File: config.mk
export PLATFORM = sky130hd
export DESIGN_NAME = metadata_arbiter_flat
export DESIGN_NICKNAME = d
export VERILOG_FILES = /design/src/rtl/etherparse_pkg.sv /design/src/rtl/metadata_arbiter_if.sv /design/src/rtl/rr_arbiter.sv /design/src/rtl/metadata_arbiter.sv /design/src/flat_wrapper.sv
export SDC_FILE = /design/constraint.sdc
export NUM_CORES = 1
export LEC_CHECK = 0
export BUFFER_PORTS_ARGS = -buffer_cell sky130_fd_sc_hd__buf_2
export CORE_AREA = 4 4 289 291
export DETAILED_ROUTE_END_ITERATION = 10
export DIE_AREA = 0 0 293 295
export REMOVE_ABC_BUFFERS = 1
export SLEW_MARGIN = 10
export SYNTH_ARGS = -nofsm -noshare
export SYNTH_HDL_FRONTEND = slang
export SYNTH_SLANG_ARGS = --single-unit
File: constraint.sdc
create_clock -name clk -period 8.45 [get_ports clk]
set_clock_uncertainty 0.15 [all_clocks]
set_input_delay 1.2675 -clock clk [delete_from_list [all_inputs] [get_ports clk]]
set_output_delay 1.2675 -clock clk [all_outputs]
set_load 0.02 [all_outputs]
File: src/rtl/etherparse_pkg.sv
// Shared parser-side types: the per-packet L2 metadata record handed between lanes and the arbiter.
package etherparse_pkg;

  typedef struct packed {
    logic [47:0] dest_mac;
    logic [47:0] src_mac;
    logic [15:0] ethertype;
    logic        vlan_present;
    logic [11:0] vlan_id;
    logic [4:0]  l2_header_len;
    logic        is_ipv4;
    logic        is_ipv6;
    logic        is_arp;
    logic        is_unknown;
  } meta_t;

  localparam int META_W = $bits(meta_t);

  // Index width that stays legal for single-entry configurations.
  function automatic int idx_width(input int n);
    return (n > 1) ? $clog2(n) : 1;
  endfunction

endpackage

File: src/rtl/metadata_arbiter_if.sv
// Lane request/ack bundle plus valid/ready metadata output bus of metadata_arbiter.
interface metadata_arbiter_if
  import etherparse_pkg::*;
#(
  parameter int NUM_LANES = 4,
  parameter int CNT_W     = 16
) ();
  localparam int LID_W = idx_width(NUM_LANES);

  logic [NUM_LANES-1:0]        lane_valid;
  logic [NUM_LANES*META_W-1:0] lane_meta;
  logic [NUM_LANES-1:0]        lane_ack;
  logic                        out_valid;
  logic                        out_ready;
  meta_t                       out_meta;
  logic [LID_W-1:0]            out_lane_id;
  logic [NUM_LANES*CNT_W-1:0]  stat_grant_cnt;

  modport master (
    input  lane_valid, lane_meta, out_ready,
    output lane_ack, out_valid, out_meta, out_lane_id, stat_grant_cnt
  );

  modport slave (
    output lane_valid, lane_meta, out_ready,
    input  lane_ack, out_valid, out_meta, out_lane_id, stat_grant_cnt
  );
endinterface

File: src/rtl/rr_arbiter.sv
// Combinational round-robin pick: first set req bit scanning ptr, ptr+1, ... mod N; one-hot gnt.
// Zero latency; no state, so holding ptr holds the priority order.
module rr_arbiter #(
  parameter int N  = 4,
  parameter int IW = (N > 1) ? $clog2(N) : 1
) (
  input  logic [N-1:0]  req,
  input  logic [IW-1:0] ptr,
  output logic [N-1:0]  gnt,
  output logic [IW-1:0] gnt_idx,
  output logic          any
);

  logic [IW-1:0] w_j;

  // Scan from lowest priority to highest so the last hit is the winner.
  always_comb begin
    gnt     = '0;
    gnt_idx = '0;
    any     = 1'b0;
    w_j     = '0;
    for (int k = N - 1; k >= 0; k--) begin
      w_j = IW'((int'(ptr) + k) % N);
      if (req[w_j]) begin
        gnt     = {{(N-1){1'b0}}, 1'b1} << w_j;
        gnt_idx = w_j;
        any     = 1'b1;
      end
    end
  end

endmodule

File: src/rtl/metadata_arbiter.sv
// Round-robin share of one metadata bus among lanes; 1-cycle lane_valid->out_valid, ack pulse on load.
// Backpressure holds out_meta/out_lane_id, acks and rr_ptr; METADATA_ARB_STATS_EN adds saturating grant counters.
module metadata_arbiter
  import etherparse_pkg::*;
#(
  parameter int NUM_LANES = 4,
  parameter int CNT_W     = 16
) (
  input  logic                clk,
  input  logic                rst_n,
  metadata_arbiter_if.master  bus
);
  localparam int LID_W = idx_width(NUM_LANES);

  logic [NUM_LANES-1:0] r_ack;
  logic [NUM_LANES-1:0] w_elig;
  logic [NUM_LANES-1:0] w_gnt;
  logic [LID_W-1:0]     r_rr_ptr;
  logic [LID_W-1:0]     r_lane_id;
  logic [LID_W-1:0]     w_gnt_idx;
  logic [LID_W-1:0]     w_ptr_nxt;
  logic                 r_out_valid;
  logic                 w_any;
  logic                 w_load_ok;
  logic                 w_load;
  meta_t                r_out_meta;
  logic [META_W-1:0]    w_sel_raw;

  // A lane still showing valid during its ack cycle is holding the record just taken.
  assign w_elig    = bus.lane_valid & ~r_ack;
  assign w_load_ok = !r_out_valid || bus.out_ready;
  assign w_load    = w_load_ok && w_any;
  assign w_ptr_nxt = (w_gnt_idx == LID_W'(NUM_LANES - 1)) ? '0 : w_gnt_idx + 1'b1;

  rr_arbiter #(
    .N  (NUM_LANES),
    .IW (LID_W)
  ) u_rr (
    .req     (w_elig),
    .ptr     (r_rr_ptr),
    .gnt     (w_gnt),
    .gnt_idx (w_gnt_idx),
    .any     (w_any)
  );

  always_comb begin
    w_sel_raw = '0;
    for (int i = 0; i < NUM_LANES; i++) begin
      if (w_gnt[i]) w_sel_raw = w_sel_raw | bus.lane_meta[i*META_W +: META_W];
    end
  end

  always_ff @(posedge clk or negedge rst_n) begin
    if (!rst_n) begin
      r_out_valid <= 1'b0;
      r_out_meta  <= '0;
      r_lane_id   <= '0;
      r_rr_ptr    <= '0;
      r_ack       <= '0;
    end else begin
      r_ack <= w_load ? w_gnt : '0;
      if (w_load_ok) begin
        r_out_valid <= w_any;
        if (w_any) begin
          r_out_meta <= meta_t'(w_sel_raw);
          r_lane_id  <= w_gnt_idx;
          r_rr_ptr   <= w_ptr_nxt;
        end
      end
    end
  end

  assign bus.out_valid   = r_out_valid;
  assign bus.out_meta    = r_out_meta;
  assign bus.out_lane_id = r_lane_id;
  assign bus.lane_ack    = r_ack;

`ifdef METADATA_ARB_STATS_EN
  logic [CNT_W-1:0] r_cnt [NUM_LANES];

  always_ff @(posedge clk or negedge rst_n) begin
    if (!rst_n) begin
      for (int i = 0; i < NUM_LANES; i++) r_cnt[i] <= '0;
    end else begin
      for (int i = 0; i < NUM_LANES; i++) begin
        if (r_ack[i] && (r_cnt[i] != '1)) r_cnt[i] <= r_cnt[i] + 1'b1;
      end
    end
  end

  always_comb begin
    bus.stat_grant_cnt = '0;
    for (int i = 0; i < NUM_LANES; i++) bus.stat_grant_cnt[i*CNT_W +: CNT_W] = r_cnt[i];
  end
`else
  assign bus.stat_grant_cnt = {(NUM_LANES*CNT_W){1'b0}};
`endif

  // A lane may release its record only in or right after its ack cycle.
  for (genvar gi = 0; gi < NUM_LANES; gi++) begin : g_chk
    a_valid_hold: assert property (@(posedge clk) disable iff (!rst_n)
      $fell(bus.lane_valid[gi]) |-> (r_ack[gi] || $past(r_ack[gi])))
      else $error("lane %0d dropped lane_valid before its ack", gi);
  end

  a_ack_onehot: assert property (@(posedge clk) disable iff (!rst_n) $onehot0(r_ack))
    else $error("more than one lane_ack bit set");

endmodule

File: src/flat_wrapper.sv
// flat-port wrapper written by rule: the top's interface ports become plain ports
module metadata_arbiter_flat import etherparse_pkg::*;
#(
  parameter int NUM_LANES = 4,
  parameter int CNT_W     = 16
)
  (clk, rst_n, bus_lane_valid, bus_lane_meta, bus_out_ready, bus_lane_ack, bus_out_valid, bus_out_meta, bus_out_lane_id, bus_stat_grant_cnt);
  metadata_arbiter_if #(.NUM_LANES(NUM_LANES), .CNT_W(CNT_W)) bus_i ();
  input  logic clk;
  input  logic rst_n;
  input wire logic [$bits(bus_i.lane_valid)-1:0] bus_lane_valid;
  input wire logic [$bits(bus_i.lane_meta)-1:0] bus_lane_meta;
  input wire logic [$bits(bus_i.out_ready)-1:0] bus_out_ready;
  output wire logic [$bits(bus_i.lane_ack)-1:0] bus_lane_ack;
  output wire logic [$bits(bus_i.out_valid)-1:0] bus_out_valid;
  output wire logic [$bits(bus_i.out_meta)-1:0] bus_out_meta;
  output wire logic [$bits(bus_i.out_lane_id)-1:0] bus_out_lane_id;
  output wire logic [$bits(bus_i.stat_grant_cnt)-1:0] bus_stat_grant_cnt;
  assign bus_i.lane_valid = bus_lane_valid;
  assign bus_i.lane_meta = bus_lane_meta;
  assign bus_i.out_ready = bus_out_ready;
  assign bus_lane_ack = bus_i.lane_ack;
  assign bus_out_valid = bus_i.out_valid;
  assign bus_out_meta = bus_i.out_meta;
  assign bus_out_lane_id = bus_i.out_lane_id;
  assign bus_stat_grant_cnt = bus_i.stat_grant_cnt;
  metadata_arbiter #(.NUM_LANES(NUM_LANES), .CNT_W(CNT_W)) u_core (.clk(clk), .rst_n(rst_n), .bus(bus_i));
endmodule
==> flow_summary.rst <==
.. list-table::
   :header-rows: 1

   * - Metric
     - Value
   * - Run status
     - finished clean
   * - Residual antenna-violating net count after detailed routing
     - 0
   * - Mapped Cells
     - 905
   * - Routed length per instance
     - between 15 and 20 um
   * - Synthesis warning total
     - 0
   * - Overall fraction of global-route tracks in use
     - 0.1050
   * - Row cnt
     - 104
   * - Die height
     - 295 um
   * - Number of hold-slack violations in the final timing report
     - 0
   * - Unrepaired setup endpoints after global routing
     - false
   * - Clock sink count
     - 143
   * - Pwr Total
     - between 0.006 and 0.007 W
   * - Total core area
     - between 80000 and 90000 um^2
   * - Fillers
     - roughly 9200
   * - Clock share of power
     - 0.124
   * - Start point of the worst min-delay path
     - u_core.bus.out_lane_id[0]
   * - Leakage dissipation
     - between 5 and 6 nW
   * - Unique masters post-synth
     - 38
   * - Proportion of power drawn by flip-flops and latches
     - 0.194
   * - Data arrival at the endpoint of the critical path
     - 4.50 ns
   * - Maximum clock rate
     - 0.2348 GHz
   * - Internal power
     - 0.002892 W
   * - Global route overflow
     - 0
   * - Area of the die
     - just under 90000 um^2
   * - Number of enable flip-flop cells after synthesis
     - 0
   * - Length of routed wiring on met1
     - roughly 18 mm
   * - Number of violations reported at the end of detailed-routing iteration 0
     - 1097
   * - CP startpoint
     - u_core.r_rr_ptr[0]
   * - Clock buffer count from CTS
     - 17
   * - Global-route wire length before repair
     - 66.79 mm
   * - Area Overhead vs Synth
     - 58.96%
   * - Ratio of cells with drive above 1 in the final layout
     - 0.4805
   * - Pwr Density
     - 480.8 nW/um^2
   * - Router iterations before antenna repair
     - 10
   * - Share of synthesized flip-flops with an asynchronous set or reset
     - 1.000
   * - Fin crit share
     - 0.5040
   * - Number of nets at the end of the flow
     - 2079
   * - Clock H-tree levels
     - 4
   * - Detail Route met3 WL
     - approximately 6.5 mm
   * - Net Sw Power
     - 0.003429 W
   * - Area share of the largest cell type after synthesis
     - 0.4327
   * - Highest metal used
     - met5
   * - Required time of the critical path
     - 8.69 ns
   * - Most instantiated library cell after synthesis
     - sky130_fd_sc_hd__a21oi_1
   * - Critical setup path kind
     - reg2reg
   * - Combinational group share of total power
     - 0.682
   * - Critical path capture point type
     - flip-flop
   * - Path class of the lowest-slack min-delay path
     - reg2reg
   * - Largest net degree at the start of global routing
     - 82
   * - Latest clock arrival within the worst-skew pair
     - between 0.4 and 0.5 ns
   * - Count of buffers from port buffering
     - 683
   * - Number of antenna violations at the first check in global routing
     - 10
   * - Worst-Margin Slew
     - 1.143 ns
   * - Startpoint of the lowest-slack register-to-register path
     - u_core.r_rr_ptr[0]
   * - Worst IR drop on VDD
     - 430.5 uV
   * - Number of cells on the worst hold path
     - 2
   * - FF-to-FF path depth
     - 9
   * - Area leader, netlist
     - sky130_fd_sc_hd__dfrtp_1
   * - Chip Width
     - 293 um
   * - Final count of negative-setup-slack endpoints
     - 0
   * - HPWL Detailed
     - between 30 and 40 mm
   * - Number of top-level design ports
     - 748
   * - Post-detailed-route via-to-cell ratio
     - between 4 and 5
   * - Utilization after layout
     - 0.1632
   * - Final setup slack of the worst path
     - 4.191 ns
   * - Starting density of the core
     - 0.1027
   * - Post-CTS setup buffers
     - 0
   * - Setup slack at placement
     - 3.646 ns
   * - Ranking of synthesized cells by instance count
     - 273 x sky130_fd_sc_hd__a21oi_1, 143 x sky130_fd_sc_hd__dfrtp_1, 134 x sky130_fd_sc_hd__a222oi_1, 134 x sky130_fd_sc_hd__nor2_1
   * - Post-cts hold buffer count
     - 0
   * - Maxcap violations
     - 0
   * - Share of the yosys chip area belonging to registers
     - 0.4327
   * - Routed WL
     - 49.08 mm
   * - TritonCTS clock tree
     - done
   * - Maximum fanout count along the critical path
     - 72
   * - DRC viols
     - 0
   * - Final total negative setup slack
     - 0 ns
   * - Clock-pin transition on the worst setup and hold timing paths
     - about 0.070 ns
   * - Switch share
     - 0.5425
   * - Worst slew margin relative to its limit
     - 0.2381
   * - Number of synthesized register bits
     - roughly 140
   * - GPL Wtd Cong
     - 0.9061
   * - Met2 layer wire length in the routed design
     - 23.42 mm
   * - Vias after detailed routing
     - 10418
   * - Clk Tree Root Cell
     - sky130_fd_sc_hd__clkbuf_16
   * - Average size of a mapped cell
     - 9.139 um^2
   * - Nature of the critical path startpoint
     - flip-flop
   * - Crit path time final
     - 4.259 ns
   * - Number of gates resized after cts
     - 0
   * - Via count of the first global-routing pass
     - approximately 10000
   * - Maximum clock path buffer count
     - 2
   * - Final-report max-slew violation count
     - 0
   * - Leading register cell type out of synthesis
     - sky130_fd_sc_hd__dfrtp_1
   * - Synth area leaders
     - sky130_fd_sc_hd__dfrtp_1 43%, sky130_fd_sc_hd__a21oi_1 17%, sky130_fd_sc_hd__a222oi_1 16%
   * - Netlist area before placement
     - 8270 um^2
registers in the layout, indices dropped and copies added (netlist names):
name,flops
u_core.r_rr_ptr,2
u_core.bus.out_meta,134
u_core.bus.lane_ack,4
u_core.bus.out_valid,1
u_core.bus.out_lane_id,2
placed cells by master, fill, tap and decap left out, types with 2 or more instances in the layout:
cell type | Yosys | layout
sky130_fd_sc_hd__a21oi_1 | 273 | 273
sky130_fd_sc_hd__clkbuf_8 | 0 | 3
sky130_fd_sc_hd__diode_2 | 0 | 2
sky130_fd_sc_hd__a221oi_4 | 0 | 3
sky130_fd_sc_hd__buf_2 | 22 | 682
sky130_fd_sc_hd__buf_4 | 64 | 13
sky130_fd_sc_hd__o21ai_0 | 2 | 2
sky130_fd_sc_hd__clkinvlp_4 | 0 | 2
sky130_fd_sc_hd__dfrtp_1 | 143 | 143
sky130_fd_sc_hd__nor2_1 | 134 | 134
sky130_fd_sc_hd__nor2b_1 | 5 | 4
sky130_fd_sc_hd__nand3_1 | 5 | 5
sky130_fd_sc_hd__a2111oi_4 | 2 | 2
sky130_fd_sc_hd__nand2b_1 | 7 | 6
sky130_fd_sc_hd__nand2_1 | 8 | 8
sky130_fd_sc_hd__ha_1 | 4 | 4
sky130_fd_sc_hd__conb_1 | 1 | 64
sky130_fd_sc_hd__bufinv_16 | 0 | 2
sky130_fd_sc_hd__and2_1 | 4 | 4
sky130_fd_sc_hd__nor4_1 | 2 | 2
sky130_fd_sc_hd__a222oi_1 | 134 | 134
sky130_fd_sc_hd__clkbuf_1 | 64 | 3
sky130_fd_sc_hd__inv_1 | 4 | 4
sky130_fd_sc_hd__clkinv_2 | 0 | 2
sky130_fd_sc_hd__clkbuf_16 | 0 | 17
sky130_fd_sc_hd__mux4_2 | 5 | 5
worst max-delay path, stage by stage (launching register included):
cell and delay [ns]:
sky130_fd_sc_hd__dfrtp_1 0.69, sky130_fd_sc_hd__inv_2 0.18, sky130_fd_sc_hd__ha_1 0.44, sky130_fd_sc_hd__mux4_2 0.39, sky130_fd_sc_hd__a2111oi_4 0.09, sky130_fd_sc_hd__a221oi_4 0.30, sky130_fd_sc_hd__buf_4 0.57, sky130_fd_sc_hd__buf_4 0.75
sky130_fd_sc_hd__a222oi_1 0.23, sky130_fd_sc_hd__a21oi_1 0.21
logic make-up (layout without fill, tap and decap cells):
group                    after synthesis  count (layout)  share of synthesized area
adder cells (fa/ha/maj)                4               4                   0.006052
buffers and inverters                157             731                     0.1054
multiplexers                           5               5                    0.01362
other                                  1              66                  0.0004534
flip-flops                           143             143                     0.4327
AO/OA/AOI/OAI                        425             425                     0.3560
AND/OR/NAND/NOR                      170             170                    0.08578
area by class of cell:
class	count	area, um^2	area share
diodes	2	5.005	0.0003807
clock buffers	23	478.0	0.03636
clock inverters	6	85.08	0.006472
inverters	5	18.77	0.001428
multi-input cells	668	4113	0.3128
flip-flops and latches	143	3578	0.2722
well taps	1060	1326	0.1009
repair buffers	697	3542	0.2694
power by group through the flow:
stage / clock (W) / sequential [W] / combinational (W)
floorplan: 0 / 0.00160 / 0.00241
global placement: 0 / 0.00123 / 0.00430
detailed placement: 0 / 0.00123 / 0.00432
CTS: 0.000837 / 0.00122 / 0.00433
global route: 0.000851 / 0.00126 / 0.00468
finish: 0.000784 / 0.00122 / 0.00431
path summary, 6_finish.rpt:
check	endpoint	slack, ns
worst max-delay path	u_core.bus.out_meta[106]	4.19
worst min-delay path	u_core.bus.out_lane_id[0]	0.32
worst max register to register	u_core.bus.out_meta[106]	4.19
worst min register to register	u_core.bus.out_lane_id[0]	0.32
max in group asynchronous	u_core.bus.out_meta[82]	6.43
min in group asynchronous	u_core.bus.out_meta[104]	0.54
routing by layer:
metal,up-vias,track usage
met5,-,0
met4,8,0.04478
met3,63,0.04838
met2,763,0.1730
met1,4930,0.1172
li1,4654,-
stage by stage:
stage / hold WS (ns) / instance area [um^2] / std cells
finish: 0.3231 / 13150 / 2604
global route: 0.3664 / 13150 / 2604
CTS: 0.3297 / 13140 / 2602
detailed placement: 0.3126 / 12580 / 2573
global placement: 0.3108 / 12580 / 2573
floorplan: 0.4408 / 7654 / 816
Power figures use the tool's default switching activity.
